==> src/rtl/bfa_serial_addsub_if.sv <==
// Handshake and operand/result bundle for the bit-serial add/subtract engine.
//   master : controller side, drives start/op/a/b, observes status and result
//   slave  : engine side, receives the request, returns busy/done/result/flags
interface bfa_serial_addsub_if #(
    parameter int WIDTH = 8
);
    logic             start;
    logic             op;
    logic [WIDTH-1:0] a;
    logic [WIDTH-1:0] b;
    logic             busy;
    logic             done;
    logic [WIDTH-1:0] result;
    logic             cflag;
    logic             ovf;
    logic             zero;

    modport master (
        output start, op, a, b,
        input  busy, done, result, cflag, ovf, zero
    );

    modport slave (
        input  start, op, a, b,
        output busy, done, result, cflag, ovf, zero
    );
endinterface

==> src/rtl/bfa_serial_addsub.sv <==
// Bit-serial add/subtract engine: one full-adder cell, LSB first, one bit per
// clock. Subtraction is A + ~B + 1 (B inverted at latch time, carry preset to 1).
// Ports:
//   clk   : rising-edge clock
//   rst_n : asynchronous active-low reset
//   bus   : slave side of bfa_serial_addsub_if (start/op/a/b in,
//           busy/done/result/cflag/ovf/zero out)
//
// state | meaning
// ------+--------------------------------------------------------------
// IDLE  | waiting for start; result/flags hold the last completion
// SHIFT | one bit pair per clock through the adder cell, WIDTH cycles
module bfa_serial_addsub #(
    parameter int WIDTH = 8
) (
    input  logic                 clk,
    input  logic                 rst_n,
    bfa_serial_addsub_if.slave   bus
);
    localparam int CW = (WIDTH > 1) ? $clog2(WIDTH) : 1;

    typedef enum logic {IDLE, SHIFT} state_t;

    state_t           state_q;
    logic [WIDTH-1:0] sa_q, sb_q, acc_q;
    logic             carry_q, opr_q;
    logic [CW-1:0]    cnt_q;
    logic             busy_q, done_q, cflag_q, ovf_q, zero_q;
    logic [WIDTH-1:0] result_q;

    // Full-adder cell and the accumulator value it would produce this cycle.
    logic             sum_bit;
    logic             carry_d;
    logic [WIDTH-1:0] acc_d;

    assign sum_bit = sa_q[0] ^ sb_q[0] ^ carry_q;
    assign carry_d = (sa_q[0] & sb_q[0]) | (sa_q[0] & carry_q) | (sb_q[0] & carry_q);
    assign acc_d   = {sum_bit, acc_q[WIDTH-1:1]};

    always_ff @(posedge clk or negedge rst_n) begin
        if (!rst_n) begin
            state_q  <= IDLE;
            sa_q     <= '0;
            sb_q     <= '0;
            acc_q    <= '0;
            carry_q  <= 1'b0;
            opr_q    <= 1'b0;
            cnt_q    <= '0;
            busy_q   <= 1'b0;
            done_q   <= 1'b0;
            result_q <= '0;
            cflag_q  <= 1'b0;
            ovf_q    <= 1'b0;
            zero_q   <= 1'b0;
        end else begin
            done_q <= 1'b0;
            case (state_q)
                IDLE: begin
                    if (bus.start) begin
                        sa_q    <= bus.a;
                        sb_q    <= bus.op ? ~bus.b : bus.b;
                        opr_q   <= bus.op;
                        carry_q <= bus.op;
                        acc_q   <= '0;
                        cnt_q   <= CW'(WIDTH - 1);
                        busy_q  <= 1'b1;
                        state_q <= SHIFT;
                    end
                end
                SHIFT: begin
                    carry_q <= carry_d;
                    acc_q   <= acc_d;
                    sa_q    <= sa_q >> 1;
                    sb_q    <= sb_q >> 1;
                    cnt_q   <= cnt_q - CW'(1);
                    if (cnt_q == '0) begin
                        // MSB edge: carry_q is the carry into the MSB,
                        // carry_d the carry out of it.
                        result_q <= acc_d;
                        cflag_q  <= opr_q ? ~carry_d : carry_d;
                        ovf_q    <= carry_q ^ carry_d;
                        zero_q   <= (acc_d == '0);
                        done_q   <= 1'b1;
                        busy_q   <= 1'b0;
                        state_q  <= IDLE;
                    end
                end
                default: state_q <= IDLE;
            endcase
        end
    end

    assign bus.busy   = busy_q;
    assign bus.done   = done_q;
    assign bus.result = result_q;
    assign bus.cflag  = cflag_q;
    assign bus.ovf    = ovf_q;
    assign bus.zero   = zero_q;
endmodule

==> src/flat_wrapper.sv <==
// flat-port wrapper written by rule: the top's interface ports become plain ports
module bfa_serial_addsub_flat 
#(
    parameter int WIDTH = 8
)
  (clk, rst_n, bus_start, bus_op, bus_a, bus_b, bus_busy, bus_done, bus_result, bus_cflag, bus_ovf, bus_zero);
  bfa_serial_addsub_if #(.WIDTH(WIDTH)) bus_i ();
  input  logic clk;
  input  logic rst_n;
  input wire logic [$bits(bus_i.start)-1:0] bus_start;
  input wire logic [$bits(bus_i.op)-1:0] bus_op;
  input wire logic [$bits(bus_i.a)-1:0] bus_a;
  input wire logic [$bits(bus_i.b)-1:0] bus_b;
  output wire logic [$bits(bus_i.busy)-1:0] bus_busy;
  output wire logic [$bits(bus_i.done)-1:0] bus_done;
  output wire logic [$bits(bus_i.result)-1:0] bus_result;
  output wire logic [$bits(bus_i.cflag)-1:0] bus_cflag;
  output wire logic [$bits(bus_i.ovf)-1:0] bus_ovf;
  output wire logic [$bits(bus_i.zero)-1:0] bus_zero;
  assign bus_i.start = bus_start;
  assign bus_i.op = bus_op;
  assign bus_i.a = bus_a;
  assign bus_i.b = bus_b;
  assign bus_busy = bus_i.busy;
  assign bus_done = bus_i.done;
  assign bus_result = bus_i.result;
  assign bus_cflag = bus_i.cflag;
  assign bus_ovf = bus_i.ovf;
  assign bus_zero = bus_i.zero;
  bfa_serial_addsub #(.WIDTH(WIDTH)) u_core (.clk(clk), .rst_n(rst_n), .bus(bus_i));
endmodule
==> config.mk <==
export PLATFORM = sky130hd
export DESIGN_NAME = bfa_serial_addsub_flat
export DESIGN_NICKNAME = d
export VERILOG_FILES = /design/src/rtl/bfa_serial_addsub_if.sv /design/src/rtl/bfa_serial_addsub.sv /design/src/flat_wrapper.sv
export SDC_FILE = /design/constraint.sdc
export NUM_CORES = 1
export LEC_CHECK = 0
export ABC_AREA = 1
export CORE_AREA = 2 2 66 68
export CTS_CLUSTER_DIAMETER = 30
export DETAILED_ROUTE_END_ITERATION = 10
export DIE_AREA = 0 0 68 70
export GPL_TIMING_DRIVEN = 0
export PLACE_DENSITY = 0.82
export SLEW_MARGIN = 0
export SYNTH_ARGS = -nofsm -noshare
export SYNTH_HDL_FRONTEND = slang
export SYNTH_SLANG_ARGS = --single-unit
==> constraint.sdc <==
create_clock -name clk -period 4 [get_ports clk]
set_input_delay 0.8 -clock clk [delete_from_list [all_inputs] [get_ports clk]]
set_output_delay 0.8 -clock clk [all_outputs]
set_load 0.05 [all_outputs]
==> results.json <==
{
  "grt-ovfl-total": 0,
  "cts.sinks": 42,
  "synthMuxAreaShare": 0,
  "synth_fp_nets": 213,
  "chipHeight_microns": 70,
  "reg2reg_to": "u_core.bus.zero",
  "ys_seq_area_frac": 0.554,
  "seq_area_sq_um": 1050,
  "io-pin-count": 33,
  "grt_max_degree": 43,
  "syn_area_sq_um": 1900,
  "crit_path_max_incr_delay_ns": 0.80,
  "initial_core_util": 0.457,
  "worstRegToRegCells": 6,
  "hold_end": "u_core.bus.result[1]",
  "synth_common_cells": "55 x nand2_1, 42 x dfrtp_1, 14 x inv_1",
  "synth-simple-area-share": 0.161,
  "drt_first_pass_iters": 4,
  "cp.required_ns": 3.20,
  "ys_types": 23,
  "worstMarginPinSlew_ns": 0.922,
  "core_sq_um": 4140,
  "setup_viol": 0,
  "antenna_found_initial": 0,
  "cp-start-kind": "register",
  "switching_share": 0.408,
  "multi_input_area_sq_um": 696,
  "relSlewSlack": 0.385,
  "synth_compound_area_frac": 0.141,
  "synth_xor_area_frac": 0.0416,
  "status": "finished, final reports clean",
  "post_cts_resized": 0,
  "routed_via_density": 4.89,
  "total_power_mw": 1.77,
  "grt_pass1_wl_microns": 5780,
  "yosysTopAreaCellShare": 0.554,
  "post-synth-top-count-cell": "nand2_1",
  "cp_num_buf_inv": 1,
  "p_comb_frac": 0.455,
  "fin_nets": 251,
  "cts_buffers": 5,
  "antenna_cells": 0,
  "clock_tree.root_cell": "clkbuf_8",
  "crit_family": "buffers and inverters",
  "power.switching_mw": 0.721,
  "rows": 24,
  "wl_microns": 3300,
  "drv_slew": 0,
  "clockBufferDepth": 2,
  "grt_use_total": 0.160,
  "regToRegSetupSlack_ns": 2.60,
  "finalHoldViolations": 0,
  "h-tree-depth": 2,
  "cts_tree": "yes",
  "drc": 0,
  "crit_path_top_delay_cell": "clkdlybuf4s50_1",
  "crit_type": "reg2out",
  "power.density_nw_per_um2": 750,
  "cp_data_arrival_time_ns": 1.45,
  "r2r-start": "u_core.carry_q",
  "clkPwrFrac": 0.157,
  "holdBufCountCts": 0,
  "finalCritPeriodShare": 0.563,
  "cts.reportedPaths.clkPinSlew_ns": 0.08,
  "grt_setup_unrepaired": "false",
  "fillers": 401,
  "avgRoutedWirePerCell_microns": 11.8,
  "dp_hpwl_microns": 2430,
  "clkLatencyLatePin_ns": 0.29,
  "post-cts-setup-buffer-count": 0,
  "max_freq_ghz": 0.444,
  "whs_path_depth": 2,
  "syn_to_final_growth_pct": 24.4,
  "ys_seq_elements": 42,
  "synthAdderAreaFrac": 0.0238,
  "seqPwrFrac": 0.388,
  "min_period_ns": 2.25,
  "grt_pass1_vias": 1363,
  "drtAntennaViolNets": 0,
  "crit_chain": "clkdlybuf4s50_1",
  "num_vias": 1374,
  "hp-class": "reg2reg",
  "crit_path_end_kind": "primary output",
  "ys_warn_count": 0,
  "finalSetupTns_ns": 0,
  "met2_length_microns": 1670,
  "crit_fanout": 2,
  "synth_edf_count": 0,
  "synthTopCellsByArea": "dfrtp_1 55%, nand2_1 11%, xnor2_1 4.2%",
  "p_leak_nw": 1.07,
  "syn_avg_cell_area_sq_um": 9.98,
  "drive_gt1_frac": 0.148,
  "maxCapViolCount": 0,
  "async_flop_share": 1.00,
  "synth_area_leader_cell": "dfrtp_1",
  "met3_length_microns": 122,
  "die_x_microns": 68,
  "finClkSkew_ns": 0.00544,
  "maxUsedRoutingLayer": "met4",
  "synth-main-ff-cell": "dfrtp_1",
  "wl_met1_microns": 1440,
  "ir_worst_vdd_mv": 0.287,
  "worstHoldStart": "u_core.bus.result[1]",
  "p_int_mw": 1.05,
  "first_iter_violations": 92,
  "die_area_sq_um": 4760,
  "portBuffers": 31,
  "synth_top_family_by_area": "simple AND/OR/NAND/NOR gates",
  "gp_congestion": 0.750,
  "synthCells": 190
}
==> state kept, by name, indices dropped and copies added (netlist names), 3 cells and up <==
register,cells
u_core.acc_q,7
u_core.bus.result,8
u_core.cnt_q,3
u_core.sa_q,8
u_core.sb_q,8
==> layer usage <==
layer  track usage  vias up
met3        0.0386        8
met5             0        -
li1              -      683
met2         0.264       28
met1         0.194      655
met4        0.0667        0
==> power by group through the flow <==
stage	clock network (mW)	registers, mW	logic [mW]
3_5_place_dp	0	0.698	0.813
3_3_place_gp	0	0.687	0.792
5_1_grt	0.298	0.708	0.898
6_report	0.278	0.685	0.805
4_1_cts	0.284	0.689	0.817
2_1_floorplan	0	0.841	0.438
==> per-stage QoR <==
stage | hold slack, ns | worst slack [ns] | cells | cell area (sq um) | utilization
finish | 0.484 | 1.75 | 281 | 2360 | 0.569
floorplan | 0.449 | 2.60 | 190 | 1900 | -
CTS | 0.487 | 1.73 | 281 | 2360 | 0.569
detailed placement | 0.468 | 2.05 | 273 | 2270 | 0.547
global placement | 0.465 | 1.13 | 273 | 2270 | 0.548
global route | 0.517 | 1.69 | 281 | 2360 | 0.569
==> final cells by class <==
type / instances / share of cell area
Sequential cell: 42 / 0.446
Tap cell: 52 / 0.0276
Buffer: 8 / 0.0340
Clock buffer: 7 / 0.0366
Multi-Input combinational cell: 123 / 0.295
Clock inverter: 1 / 0.00212
Timing Repair Buffer: 31 / 0.130
Inverter: 17 / 0.0292
==> worst max path at each step <==
stage | startpoint | end | cells after the start
floorplan | u_core.bus.cflag | bus_cflag | 0
global placement | rst_n | u_core.sa_q[4] | 1
detailed placement | bus_start | u_core.sb_q[0] | 5
CTS | u_core.bus.result[6] | bus_result[6] | 1
global route | u_core.bus.result[6] | bus_result[6] | 1
finish | u_core.bus.result[5] | bus_result[5] | 1
==> cell families after synthesis <==
logic type | after synthesis
buffers and inverters | 25
DFF | 42
xor gates and xnor gates | 9
adders and majority gates | 3
AOI/OAI and AO/OA | 38
and+or+nand+nor | 73
==> cells in the final DEF, fill, tap and decap left out, types with 7 or more instances in the layout <==
cell type and instances:
nand2_1 55, dfrtp_1 42, clkdlybuf4s50_1 30, inv_1 14
o21ai_0 13, xnor2_1 9, nor2_1 8, nand3_1 7
o22ai_1 7
(Power assumes the default switching activity.)
==> RTL edit: new RTL, same flow settings <==
`WIDTH` is set to 8 in 3 places; all go to 4.
--- a/src/rtl/bfa_serial_addsub_if.sv
+++ b/src/rtl/bfa_serial_addsub_if.sv
@@ -4,3 +4,3 @@
 interface bfa_serial_addsub_if #(
-    parameter int WIDTH = 8
+    parameter int WIDTH = 4
 );
--- a/src/rtl/bfa_serial_addsub.sv
+++ b/src/rtl/bfa_serial_addsub.sv
@@ -13,3 +13,3 @@
 module bfa_serial_addsub #(
-    parameter int WIDTH = 8
+    parameter int WIDTH = 4
 ) (
--- a/src/flat_wrapper.sv
+++ b/src/flat_wrapper.sv
@@ -3,3 +3,3 @@
 #(
-    parameter int WIDTH = 8
+    parameter int WIDTH = 4
 )
Ports: changed (resized bus_a, bus_b and bus_result); port bits go from 33 to 21. No check against the original RTL was run, so the function may have changed too.
==> RTL edit against the original RTL <==
Synthesized cell count decreased by 29%; worst setup slack better by 0.013 ns; first-iteration DRC count down 42%; combinational power shrank 36%; die area is the same; area after synthesis shrank 40%; non-clock buffer count is 15 lower; routed wire length fell by 40%; hold slack worse by 0.0013 ns; design area decreased by 39%; power down 39%; sequential cell count shrank 17; largest cell class unchanged.
==> RTL edit: results (changes against the original RTL) <==
status=completed; combinational cell fraction of total power=0.480 (+0.025); Post-synth top cells=nand2_1 (56), dfrtp_1 (25), inv_1 (18); P_leak=0.7570 nW (-30%); htree depth=1 (-1); Final Skew=0.002364 ns (-0.003078 ns); PortBufs=20 (-35%); routed wl met2=871 µm (-48%); DR vias=834 (-39%); Post-Place Setup Slack=1.804 ns (-0.2443 ns); Inverters=19 (+2); CTS buffer count=3 (-2); share of the yosys chip area belonging to registers=0.5513 (-0.003188); layout cell share with drive strength beyond 1=0.08228 (-0.06619); Critical Path Source=u_core.bus.busy$_DFFE_PN0P_; M3 GR Usage=0.02415 (-0.01449); Register Area=625.6 µm² (-40%); synthesized area per cell=8.469 µm² (-15%); First DRT Iteration DRCs=53 (-42%); Detail Route met3 WL=85 µm (-30%); clock network area share=0.03117 (-0.007579); Signal buffers=24 (-38%); WL met1=985 µm (-32%); routed length per instance=9.390 µm (-20%); first-pass GRT wire length=3.387 mm (-41%); Signal buf overhead=0.1645 (+0.001020); routability cong.=0.7831 (+4.4%); fraction of area in multi-input gates=0.2762 (-0.01893); GR Layer Usage met1=0.1197 (-0.07473); NetSw=459.5 µW (-36%); count of cell types in the netlist=17 (-26%); slew at the pin closest to its max-slew limit=1.090 ns (+0.1685 ns)
==> RTL edit: path summary, 6_finish.rpt <==
kind	end	slack [ns]	cells past startpoint
setup reg to reg	u_core.bus.cflag$_DFFE_PN0P_	2.71	5
min in group asynchronous	u_core.bus.result[1]$_DFFE_PN0P_	1.12	1
setup / recovery	bus_busy	1.76	1
hold reg to reg	u_core.bus.zero$_DFFE_PN0P_	0.48	2
max in group asynchronous	u_core.bus.result[3]$_DFFE_PN0P_	2.23	1
hold / removal	u_core.bus.zero$_DFFE_PN0P_	0.48	2
==> RTL edit: logic make-up after synthesis <==
group | after synthesis | synth area share
fa+ha+maj | 2 | 0.02866
flops | 25 | 0.5513
compound gates | 12 | 0.06725
buf+inv | 23 | 0.09701
simple gates | 72 | 0.2558
==> RTL edit: through the flow <==
step	total power [mW]	instance area, µm²
2_1_floorplan	0.7874	1135
3_3_place_gp	0.9240	1400
3_5_place_dp	0.9409	1400
4_1_cts	1.093	1445
5_1_grt	1.156	1445
6_report	1.077	1445
